===== src/rtl/bp_pkg.sv =====
// Shared branch-predictor types and saturating-counter helpers.
// The helpers work on a wide container so any counter width up to CTR_W_MAX can reuse them.
package bp_pkg;
  localparam int CTR_BITS_DEF = 2;
  localparam int CTR_W_MAX    = 16;

  typedef logic [CTR_BITS_DEF-1:0] ctr_t;
  typedef logic [CTR_W_MAX-1:0]    ctr_w_t;

  localparam ctr_t CTR_WEAK_NT = ctr_t'((1 << (CTR_BITS_DEF - 1)) - 1);
  localparam ctr_t CTR_MAX     = '1;

  function automatic ctr_w_t ctr_max_w(input int bits);
    return {CTR_W_MAX{1'b1}} >> (CTR_W_MAX - bits);
  endfunction

  function automatic ctr_w_t ctr_weak_w(input int bits);
    return ctr_max_w(bits) >> 1;
  endfunction

  function automatic ctr_w_t ctr_inc_sat(input ctr_w_t v, input int bits);
    return (v >= ctr_max_w(bits)) ? v : v + 1'b1;
  endfunction

  function automatic ctr_w_t ctr_dec_sat(input ctr_w_t v);
    return (v == '0) ? v : v - 1'b1;
  endfunction
endpackage


===== src/rtl/sat_counter_table.sv =====
// Array of saturating counters: one combinational read port, one synchronous
// write (train) port, all entries loaded in a single reset cycle.
module sat_counter_table
  import bp_pkg::*;
#(
  parameter int INDEX_BITS = 6,
  parameter int CTR_BITS   = 2
) (
  input  logic                  clk,
  input  logic                  reset,
  input  logic [INDEX_BITS-1:0] rd_index,
  output logic [CTR_BITS-1:0]   rd_ctr,
  input  logic                  wr_en,
  input  logic [INDEX_BITS-1:0] wr_index,
  input  logic                  wr_taken
);
  localparam int ENTRIES = 1 << INDEX_BITS;
  localparam logic [CTR_BITS-1:0] RST_VAL = CTR_BITS'(ctr_weak_w(CTR_BITS));

  logic [ENTRIES-1:0][CTR_BITS-1:0] r_ctr;
  logic [CTR_BITS-1:0]              w_cur;
  logic [CTR_BITS-1:0]              w_next;

  // Read is raw array contents: a same-cycle write is not bypassed.
  assign rd_ctr = r_ctr[rd_index];
  assign w_cur  = r_ctr[wr_index];
  assign w_next = wr_taken ? CTR_BITS'(ctr_inc_sat(ctr_w_t'(w_cur), CTR_BITS))
                           : CTR_BITS'(ctr_dec_sat(ctr_w_t'(w_cur)));

  always_ff @(posedge clk) begin
    if (reset)      r_ctr <= {ENTRIES{RST_VAL}};
    else if (wr_en) r_ctr[wr_index] <= w_next;
  end
endmodule


===== src/rtl/gshare_predictor.sv =====
// Gshare predictor: PC word bits XOR non-speculative global history index a
// table of saturating counters; the resolved branch trains counter and history.
module gshare_predictor
  import bp_pkg::*;
#(
  parameter int INDEX_BITS = 6,
  parameter int CTR_BITS   = 2,
  parameter int GHR_BITS   = 6,
  parameter int PC_WIDTH   = 32
) (
  input  logic                  clk,
  input  logic                  reset,
  input  logic [PC_WIDTH-1:0]   pred_pc,
  output logic                  prediction,
  output logic [INDEX_BITS-1:0] pred_index,
  input  logic                  update_valid,
  input  logic [INDEX_BITS-1:0] update_index,
  input  logic                  update_taken
);
  logic [INDEX_BITS-1:0] w_ghr_ext;
  logic [CTR_BITS-1:0]   w_rd_ctr;

  generate
    if (GHR_BITS == 0) begin : g_no_ghr
      assign w_ghr_ext = '0;
    end else begin : g_ghr
      logic [GHR_BITS-1:0] r_ghr;
      if (GHR_BITS == 1) begin : g_one
        always_ff @(posedge clk) begin
          if (reset)             r_ghr <= '0;
          else if (update_valid) r_ghr <= update_taken;
        end
      end else begin : g_shift
        // Newest outcome enters at the LSB.
        always_ff @(posedge clk) begin
          if (reset)             r_ghr <= '0;
          else if (update_valid) r_ghr <= {r_ghr[GHR_BITS-2:0], update_taken};
        end
      end
      assign w_ghr_ext = INDEX_BITS'(r_ghr);
    end
  endgenerate

  assign pred_index = pred_pc[INDEX_BITS+1:2] ^ w_ghr_ext;
  assign prediction = w_rd_ctr[CTR_BITS-1];

  sat_counter_table #(
    .INDEX_BITS(INDEX_BITS),
    .CTR_BITS  (CTR_BITS)
  ) u_table (
    .clk     (clk),
    .reset   (reset),
    .rd_index(pred_index),
    .rd_ctr  (w_rd_ctr),
    .wr_en   (update_valid),
    .wr_index(update_index),
    .wr_taken(update_taken)
  );
endmodule

===== config.mk =====
export PLATFORM = sky130hd
export DESIGN_NAME = gshare_predictor
export DESIGN_NICKNAME = d
export VERILOG_FILES = /design/src/rtl/bp_pkg.sv /design/src/rtl/sat_counter_table.sv /design/src/rtl/gshare_predictor.sv
export SDC_FILE = /design/constraint.sdc
export NUM_CORES = 1
export LEC_CHECK = 0
export CAP_MARGIN = 20
export CORE_MARGIN = 3
export CORE_UTILIZATION = 45
export CTS_CLUSTER_DIAMETER = 30
export DETAILED_ROUTE_END_ITERATION = 7
export SLEW_MARGIN = 10
export SYNTH_ARGS = -nofsm -noshare
export SYNTH_HDL_FRONTEND = slang
export SYNTH_SLANG_ARGS = --single-unit

===== constraint.sdc =====
create_clock -name clk -period 6.3 [get_ports clk]
set_clock_uncertainty 0.1 [all_clocks]
set_input_delay 0.945 -clock clk [delete_from_list [all_inputs] [get_ports clk]]
set_output_delay 0.945 -clock clk [all_outputs]
set_load 0.01 [all_outputs]

==> results.md, run 1 <==
- Via count: 6119
- Final Wtd Congestion: 0.866
- Final hold slack: 361 ps
- Wl on met1: 8850 um
- WL/cell: between 20 and 25 um
- Share of layout cells above drive strength 1: 12.6%
- PD cells: between 200 and 300 nW/um2
- CP max FO: 10
- Via density: ~6.3
- Post-CTS Hold Buffers: 0
- Synth warn: 0
- Root Buffer Master: clkbuf_16
- Arr. time, crit path: ~4000 ps
- Design Power: approximately 2.2 mW
- Final wirelength: 20300 um
- Post-synth top area share: 40.2%
- Leak pwr: 2.59 nW
- Critical Path RT: 5250 ps
- Inserted Clock Buffers: 17
- Maximum VDD drop: 0.187 mV
- CP endpoint kind: output pin
- RSZ-0062 raised after global routing: no
- Largest area contributor in the netlist: dfxtp_1
- Setup crit start kind: primary input
- Number of port buffers: 22
- Final hold vios: 0
- Synth Net Count: 820
- Tmin final: 5000 ps
- FMAX: about 200 MHz
- Antenna violations before repair: 0
- FILL cells: 1293
- Setup Fix Bufs, Post-CTS: 0
- Pin count of the biggest net entering global routing: 82
- Final worst-path cycle share: 79.4%
- Syn avg cell area: 8.57 um2
- Insertion delay to the later sink of the worst-skew pair: 420 ps
- EDFF count, synth: 0
- # DRC: 0
- CP delay by family, top: buffers and inverters
- Final ANT Viol Nets: 0
- Outcome: complete, no violations
- Reg clk slew, reported paths: roughly 50 ps
- H-tree depth: 4
- Clock Sinks: about 130
- Global route overflow: 0
- Least-Margin Pin Slew: around 1200 ps
- Die Width: 128 um
- Finish-stage setup viols: 0
- Setup CP Type: primary input to output pin
- Buf/Inv on CP: 3
- CP Cell Sequence: clkdlybuf4s50_1 -> xor2_2 -> buf_6 -> mux4_2 -> mux4_2 -> mux2i_1 -> a21oi_1 -> clkdlybuf4s50_1
- Top Layer Used: met4
- Area contributors post-synth: dfxtp_1, mux4_2, o21ai_0
- Row cnt: 43
- Slew Limit Fails: 0
- Drt pass-1 iters: 5
- Placeable Area: 14200 um2
- Met2 WL post-DR: 9660 um
- Die area: about 16000 um2
- # diodes: 0
- Flop and latch count out of synthesis: 134
- Post-synth top flop: dfxtp_1
- CTS max path bufs: 2
- Layout net count: ~820
- DR iter-0 viols: approximately 830
- Layout area overhead: 14.5%
- CTS resizes: 0
- DR WL met3: roughly 1500 um
- Crit-path slowest cell: xor2_2
- Die extent in y: 128 um
- Synthesized instance count: 778
- Hold WC Path Type: flop to flop
- Gr usage total: roughly 25%
- Initial Utilization: 47.0%
- IO Pins: 49
- CTS tree: yes
- Final setup TNS: 0 ps
- Netlist cell types: 47
- Slowest Stage Delay on Critical Path: 540 ps
- HPWL after DPL: between 10000 and 15000 um
- Worst relative slew slack: 20.8%
- Post-synthesis sequential area ratio: 40.2%
- First-pass GRT wire length: 32300 um
- Post-Syn Area: 6670 um2
- Synth async-reset ratio: 0%
- Vias in the first global route: between 5000 and 6000
- Max cap viols: 0
==> final timing paths <==
| kind | from | to | slack (ps) | depth (start not counted) |
|---|---|---|---|---|
| worst max-delay path | pred_pc[3] | prediction | 1300 | 8 |
| worst min-delay path | u_table.r_ctr[54]$_SDFFE_PP1P_ | u_table.r_ctr[54]$_SDFFE_PP1P_ | 360 | 2 |
| worst max register to register | u_table.r_ctr[106]$_SDFFE_PP1P_ | u_table.r_ctr[122]$_SDFFE_PP1P_ | 3260 | 8 |
| worst min register to register | u_table.r_ctr[54]$_SDFFE_PP1P_ | u_table.r_ctr[54]$_SDFFE_PP1P_ | 360 | 2 |
==> state kept, by name, summed over array words and instances (netlist names) <==
signal and cells:
g_ghr.r_ghr 6, u_table.r_ctr 128
==> area by class of cell <==
| class | count | area, um2 | share of cell area (%) |
|---|---|---|---|
| timing repair buffer | 36 | 347 | 4.54 |
| sequential | 134 | 2680 | 35.1 |
| inverter | 6 | 22.5 | 0.295 |
| tap | 180 | 225 | 2.95 |
| clock inverter | 13 | 204 | 2.67 |
| multi-input combinational | 578 | 3710 | 48.6 |
| clock buffer | 19 | 443 | 5.80 |
==> cell usage after synthesis, types with 6 or more instances <==
master / instances
o211ai_1: 9
nor2b_1: 8
mux2_2: 11
buf_1: 12
mux2i_1: 22
inv_1: 6
a22oi_1: 12
a211oi_1: 25
nor2_1: 107
buf_2: 12
dfxtp_1: 134
a21oi_1: 95
nand3_1: 7
mux4_2: 28
nand2_1: 79
o21ai_0: 101
a221oi_1: 16
clkbuf_1: 31
==> metrics by stage <==
stage	util [%]	area, um2	std cells	worst slack, ps
floorplan	-	6670	778	1910
global placement	48.8	6930	930	1120
detailed placement	48.8	6930	931	1060
CTS	53.4	7580	963	1100
global route	53.8	7640	966	1170
finish	53.8	7640	966	1300
==> per-layer routing <==
| layer | up-vias | track usage, % |
|---|---|---|
| li1 | 2853 | - |
| met1 | 2932 | 35.7 |
| met2 | 294 | 39.1 |
| met3 | 40 | 4.83 |
| met4 | 0 | 9.11 |
| met5 | - | 0 |
==> power breakdown <==
group          internal (mW)  switching [mW]  leakage (nW)  total (mW)
clock network          0.710           0.380         0.305        1.09
registers              0.854         0.00474          1.08       0.859
logic                 0.0693           0.146          1.20       0.215
==> logic make-up (layout without fill, tap and decap cells) <==
group	Yosys count	in the layout	share of synthesized area, %
buffers and inverters	66	74	4.33
flip-flops	134	134	40.2
multiplexers	61	61	14.6
XOR/XNOR	6	6	0.788
AO/OA/AOI/OAI	283	283	25.5
adder cells (fa/ha/maj)	2	2	0.319
AND/OR/NAND/NOR	226	226	14.2
==> tightest hold or removal path, cell delays in order (launching register included) <==
cell	delay, ps
dfxtp_1	320
a21oi_1	50
o21ai_0	60
==> cells in the final DEF (no fill, tap or decap), types with 2 or more instances in the layout <==
cell             netlist  layout
buf_4                  3      11
o311ai_2               4       4
o311ai_0               4       4
or2_2                  3       3
buf_2                 12       3
maj3_2                 1       2
nor2_1               107     107
a211oi_1              25      25
nand3_1                7       7
clkinv_2               0       3
nor3_1                 5       5
o22a_1                 3       3
clkdlybuf4s50_1        0      19
mux4_2                28      28
mux2i_1               22      22
o211ai_1               9       9
a221o_1                3       3
nor3b_1                2       2
inv_1                  6       6
nand2_1               79      79
a221oi_1              16      16
a21oi_1               95      95
clkbuf_16              0      17
dfxtp_1              134     134
o22ai_1                4       4
a31oi_1                2       2
xor2_1                 5       3
xor2_2                 0       2
and3_1                 2       2
nor2b_1                8       8
a22oi_1               12      12
and2_1                 5       5
bufinv_16              0       5
o21ai_0              101     101
clkinvlp_4             0       4
mux2_2                11      11
a22o_1                 2       2
Power figures use the tool's default switching activity.
==> run 2, diff against run 1 <==
Clock period 6.3 ns to 5.1 ns, I/O delays scaled along.
==> run 2 against run 1 <==
Compared with the run above:
- highest routed layer unchanged
- setup slack lost 650 ps
- utilization shrank 0.24 points
- register-to-register slack got worse by 1300 ps
- critical endpoint unchanged
- wire length rose by 0.10%
- first-iteration DRC count is 1.2% lower
==> results.md, run 2 (synthesis results as in run 1) <==
- Insertion delay to the later sink of the worst-skew pair: 430 ps (was 420 ps)
- CTS tree: yes (unchanged)
- Hold WC Path Type: flop to flop (unchanged)
- Setup crit start kind: primary input (unchanged)
- Least-Margin Pin Slew: 1230 ps (was 1180 ps)
- Global route overflow: 0 (unchanged)
- Final ANT Viol Nets: 0 (unchanged)
- Min setup slack post-route: 645 ps (was 1300 ps)
- Die extent in y: 128 um (unchanged)
- Reg clk slew, reported paths: 60 ps (was 50 ps)
- Largest registers: u_table.r_ctr: 128 flops, g_ghr.r_ghr: 6 flops (unchanged)
- Via count: 6132 (was 6119)
- Antenna violations before repair: 0 (unchanged)
- # DRC: 0 (unchanged)
- CTS resizes: 0 (unchanged)
- Post-CTS Hold Buffers: 0 (unchanged)
- CTS max path bufs: 2 (unchanged)
- PD cells: 338 nW/um2 (was 283 nW/um2)
- Final Wtd Congestion: 0.835 (was 0.866)
- Outcome: complete, no violations (unchanged)
- Initial Utilization: 47.0% (unchanged)
- CP Cell Sequence: clkdlybuf4s50_1 -> xor2_2 -> buf_12 -> mux4_2 -> mux4_2 -> mux2i_1 -> a21oi_1 -> clkdlybuf4s50_1 (was clkdlybuf4s50_1 -> xor2_2 -> buf_6 -> mux4_2 -> mux4_2 -> mux2i_1 -> a21oi_1 -> clkdlybuf4s50_1)
- Design Area, Final: 7600 um2 (was 7640 um2)
- WL/cell: 21.0 um (was 21.1 um)
- Setup Fix Bufs, Post-CTS: 0 (unchanged)
- FMAX: 224 MHz
- Final wirelength: 20400 um (was 20300 um)
- Final hold slack: 367 ps (was 361 ps)
- Layout area overhead: 14.0% (was 14.5%)
- Row cnt: 43 (unchanged)
- Gr usage total: 25.2% (was 25.4%)
- Placeable Area: 14200 um2 (unchanged)
- CP endpoint kind: output pin (unchanged)
- Max FFs per register: 128 (unchanged)
- Final hold vios: 0 (unchanged)
- First-pass GRT wire length: 32200 um (was 32300 um)
- Max cap viols: 0 (unchanged)
- Final cell count without fillers: 970 (was 966)
- Arr. time, crit path: 3590 ps (was 3960 ps)
- Final Util: 53.5% (was 53.8%)
- Pin count of the biggest net entering global routing: 65 (was 82)
- Finish-stage setup viols: 0 (unchanged)
- Final setup TNS: 0 ps (unchanged)
- DR iter-0 viols: 822 (was 832)
- Clock Sinks: 134 (unchanged)
- Largest reg by FF count: u_table.r_ctr (unchanged)
- Slew Limit Fails: 0 (unchanged)
- Die area: 16300 um2 (unchanged)
- Final worst-path cycle share: about 87%
- IO Pins: 49 (unchanged)
- FILL cells: 1253 (was 1293)
- Design Power: 2.57 mW (was 2.16 mW)
- Inserted Clock Buffers: 17 (unchanged)
- Maximum VDD drop: 0.236 mV (was 0.187 mV)
- Root Buffer Master: clkbuf_16 (unchanged)
- CP max FO: 17 (was 10)
- Tmin final: 4460 ps
- Most common cell after layout, fill and taps aside: dfxtp_1 (unchanged)
- # diodes: 0 (unchanged)
- DP Area: 7010 um2 (was 6930 um2)
- Leak pwr: 2.60 nW (was 2.59 nW)
- Placed cell count: 938 (was 931)
- Drt pass-1 iters: 5 (unchanged)
- DP Worst Slack: 639 ps (was 1060 ps)
- Share of layout cells above drive strength 1: 12.9% (was 12.6%)
- H-tree depth: 4 (unchanged)
- Worst relative slew slack: 17.3% (was 20.8%)
- Number of port buffers: 22 (unchanged)
- Die Width: 128 um (unchanged)
- HPWL after DPL: 13100 um (was 12900 um)
- Vias in the first global route: 5922 (was 5827)
- Via density: 6.32 (was 6.33)
- Layout net count: 820 (was 815)
- Most frequent cells in the layout: dfxtp_1, nor2_1, o21ai_0 (unchanged)
- Critical Path RT: 4240 ps (was 5250 ps)
- RSZ-0062 raised after global routing: no (unchanged)
- Slowest Stage Delay on Critical Path: 540 ps (about the same)
- Crit-path slowest cell: mux4_2 (was xor2_2)
- Setup CP Type: primary input to output pin (unchanged)
-- run 2: changes by cell type in the layout (fill, tap and decap cells not counted), sizes merged --
cell / delta
buf: +5
bufinv: -2
clkbuf: +2
clkinv: +3
clkinvlp: -4
-- run 2: layout make-up --
type	count	area, um2	area share [%]
repair buffers	41	370	4.87
well taps	180	225	2.96
multi-input cells	578	3710	48.8
clock inverters	10	129	1.69
flip-flops and latches	134	2680	35.3
clock buffers	21	460	6.05
inverters	6	22.5	0.296
-- run 2: path summary, 6_finish.rpt --
path	from	end	slack [ps]	cells past startpoint
max	pred_pc[2]	prediction	640	8
min	u_table.r_ctr[72]$_SDFFE_PP1P_	u_table.r_ctr[72]$_SDFFE_PP1P_	370	2
max reg2reg	u_table.r_ctr[87]$_SDFFE_PP0P_	u_table.r_ctr[32]$_SDFFE_PP1P_	1950	8
min reg2reg	u_table.r_ctr[72]$_SDFFE_PP1P_	u_table.r_ctr[72]$_SDFFE_PP1P_	370	2
-- run 2: where the power goes --
group          switching (mW)  total (mW)  internal [mW]
clock network           0.455        1.24          0.786
registers             0.00593        1.06           1.06
logic                   0.179       0.265         0.0858
-- run 2: routing by layer --
metal | share of wire [%] | up-vias | GRT usage (%) | wire length, um
li1 | - | 2852 | - | -
met1 | 44 | 2971 | 35.1 | 8990
met2 | 45 | 265 | 38.2 | 9210
met3 | 8.0 | 44 | 5.54 | 1630
met4 | 2.6 | 0 | 10.2 | 526
met5 | 0 | - | 0 | 0
-- run 2: worst max-delay path: cells and delay by family --
kind                      cells  cell delay [ps]
muxes                         3             1300
xor gates and xnor gates      1              190
buffers and inverters         3             1210
AOI/OAI and AO/OA             1              120
==> run 3, diff against run 2 <==
Settings changed: CORE_UTILIZATION 45 to 59, PLACE_DENSITY set to 0.8.
==> run 3 against run 2 <==
Compared with the run above:
- die area fell by 23%
- combinational power fell by 2%
- non-clock buffer count unchanged
- wire length fell by 2.5%
- sequential cell count did not move
- largest power group unchanged
==> results.md, run 3 (synthesis results as in run 1) <==
- Leak pwr: 2.57 nW (was 2.60 nW)
- Crit path from: pred_pc[2] (unchanged)
- Final wirelength: 19800 um (was 20400 um)
- FILL cells: 833 (was 1253)
- Most frequent cells in the layout: dfxtp_1, nor2_1, o21ai_0 (unchanged)
- Max cap viols: 0 (unchanged)
- Initial Utilization: 61.0% (was 47.0%)
- Worst relative slew slack: 27.4% (was 17.3%)
- Most common cell after layout, fill and taps aside: dfxtp_1 (unchanged)
- FMAX: 220 MHz (was 224 MHz)
- Multi-input gate area: 3710 um2 (about the same)
- Slew Limit Fails: 0 (unchanged)
- First-pass GRT wire length: 32500 um (was 32200 um)
- Vias in the first global route: 6327 (was 5922)
- Die extent in y: 112 um (was 128 um)
- Die area: 12600 um2 (was 16300 um2)
- Largest registers: u_table.r_ctr: 128 flops, g_ghr.r_ghr: 6 flops (unchanged)
- CTS max path bufs: 2 (unchanged)
- P_int: 1.86 mW (was 1.93 mW)
- Die Width: 112 um (was 128 um)
- Min-delay src: u_table.r_ctr[60]$_SDFFE_PP1P_ (was u_table.r_ctr[72]$_SDFFE_PP1P_)
- Max FFs per register: 128 (unchanged)
- Design Area, Final: 7510 um2 (was 7600 um2)
- CP max FO: 17 (unchanged)
- Share of layout cells above drive strength 1: 12.0% (was 12.9%)
- PD cells: 329 nW/um2 (was 338 nW/um2)
- Setup Fix Bufs, Post-CTS: 0 (unchanged)
- Placeable Area: 10900 um2 (was 14200 um2)
- Clock power frac: 46.6% (was 48.3%)
- Layout area overhead: 12.6% (was 14.0%)
- Switching power: 0.612 mW (was 0.640 mW)
- Hold WC Path Type: flop to flop (unchanged)
- DR iter-0 viols: 962 (was 822)
- Critical Path RT: 4240 ps (about the same)
- Slowest Stage Delay on Critical Path: 570 ps (was 540 ps)
- Final hold vios: 0 (unchanged)
- Final ANT Viol Nets: 0 (unchanged)
- Final setup TNS: 0 ps (unchanged)
- Drt pass-1 iters: 6 (was 5)
- Worst r2r src: u_table.r_ctr[96]$_SDFFE_PP1P_ (was u_table.r_ctr[87]$_SDFFE_PP0P_)
- FF+latch area: 2680 um2 (unchanged)
- # diodes: 0 (unchanged)
- Finish-stage setup viols: 0 (unchanged)
- Via density: 6.95 (was 6.32)
- Reg clk slew, reported paths: 50 ps (was 60 ps)
- Antenna violations before repair: 0 (unchanged)
- HPWL after DPL: 12600 um (was 13100 um)
- Number of port buffers: 22 (unchanged)
- Arr. time, crit path: 3680 ps (was 3590 ps)
- DP Area: 6960 um2 (was 7010 um2)
- Final Wtd Congestion: 0.890 (was 0.835)
- Root Buffer Master: clkbuf_16 (unchanged)
- H-tree depth: 4 (unchanged)
- RSZ-0062 raised after global routing: no (unchanged)
- IO Pins: 49 (unchanged)
- Crit-path slowest cell: mux4_2 (unchanged)
- CP endpoint kind: output pin (unchanged)
- WL/cell: 21.3 um (was 21.0 um)
- Largest reg by FF count: u_table.r_ctr (unchanged)
- Flop pwr share: 43.0% (was 41.3%)
- Global route overflow: 0 (unchanged)
- Layout net count: 820 (unchanged)
- Tmin final: 4540 ps (was 4460 ps)
- Insertion delay to the later sink of the worst-skew pair: 420 ps (was 430 ps)
- Setup CP Type: primary input to output pin (unchanged)
- Setup crit start kind: primary input (unchanged)
- Post-CTS Hold Buffers: 0 (unchanged)
- CTS resizes: 0 (unchanged)
- Register-to-register setup slack: 1930 ps (was 1950 ps)
- Final worst-path cycle share: 89.1% (was 87.4%)
- Outcome: complete, no violations (unchanged)
- CTS tree: yes (unchanged)
- Inserted Clock Buffers: 17 (unchanged)
- Gr usage total: 32.3% (was 25.2%)
- Clock Sinks: 134 (unchanged)
- Gate power share: 10.5% (was 10.3%)
- Maximum VDD drop: 0.287 mV (was 0.236 mV)
- # DRC: 0 (unchanged)
- Least-Margin Pin Slew: 1080 ps (was 1230 ps)
- Via count: 6474 (was 6132)
- CP Cell Sequence: clkdlybuf4s50_1 -> xor2_2 -> buf_4 -> mux4_2 -> mux4_2 -> mux2i_1 -> a21oi_1 -> clkdlybuf4s50_1 (was clkdlybuf4s50_1 -> xor2_2 -> buf_12 -> mux4_2 -> mux4_2 -> mux2i_1 -> a21oi_1 -> clkdlybuf4s50_1)
- Pin count of the biggest net entering global routing: 81 (was 65)
- Row cnt: 38 (was 43)
- Sw Share: 24.7% (was 24.9%)
run 3: worst paths after layout:
kind | depth (start not counted) | to
max | 8 | prediction
min reg2reg | 2 | u_table.r_ctr[60]$_SDFFE_PP1P_
max reg2reg | 7 | u_table.r_ctr[122]$_SDFFE_PP1P_
min | 2 | u_table.r_ctr[60]$_SDFFE_PP1P_
run 3: per-layer routing:
layer,global-route usage [%],vias up,wire length [um],share of wire [%]
met5,0,-,0,0
met4,17.1,0,723,3.6
met3,8.68,88,2380,12
met2,49.9,493,9230,47
met1,41.6,3037,7510,38
li1,-,2856,-,-
run 3: critical path: cells and delay by family:
| kind | cells | cell delay [ps] |
|---|---|---|
| buffers and inverters | 3 | 1330 |
| multiplexers | 3 | 1320 |
| XOR/XNOR | 1 | 140 |
| AO/OA/AOI/OAI | 1 | 110 |
run 3: through the flow:
step                setup slack, ps  hold WS, ps  std cells  utilization, %  power [mW]
global route                    349          390        931            68.7        2.53
detailed placement              485          353        898            63.6        1.34
floorplan                      1070          333        778               -        1.25
global placement                528          343        897            63.6        1.33
finish                          555          366        931            68.7        2.47
CTS                             525          368        930            68.7        2.46
run 3: cell type report:
class | count | area share (%)
sequential | 134 | 35.7
multi-input combinational | 578 | 49.3
timing repair buffer | 41 | 5.00
clock inverter | 3 | 0.533
clock buffer | 29 | 6.79
tap | 140 | 2.33
inverter | 6 | 0.300
run 3: power by group through the flow:
stage | combinational, mW | sequential (mW) | clock (mW)
finish | 0.259 | 1.06 | 1.15
global route | 0.275 | 1.06 | 1.20
CTS | 0.252 | 1.06 | 1.15
detailed placement | 0.251 | 1.08 | 0
global placement | 0.245 | 1.08 | 0
floorplan | 0.171 | 1.08 | 0
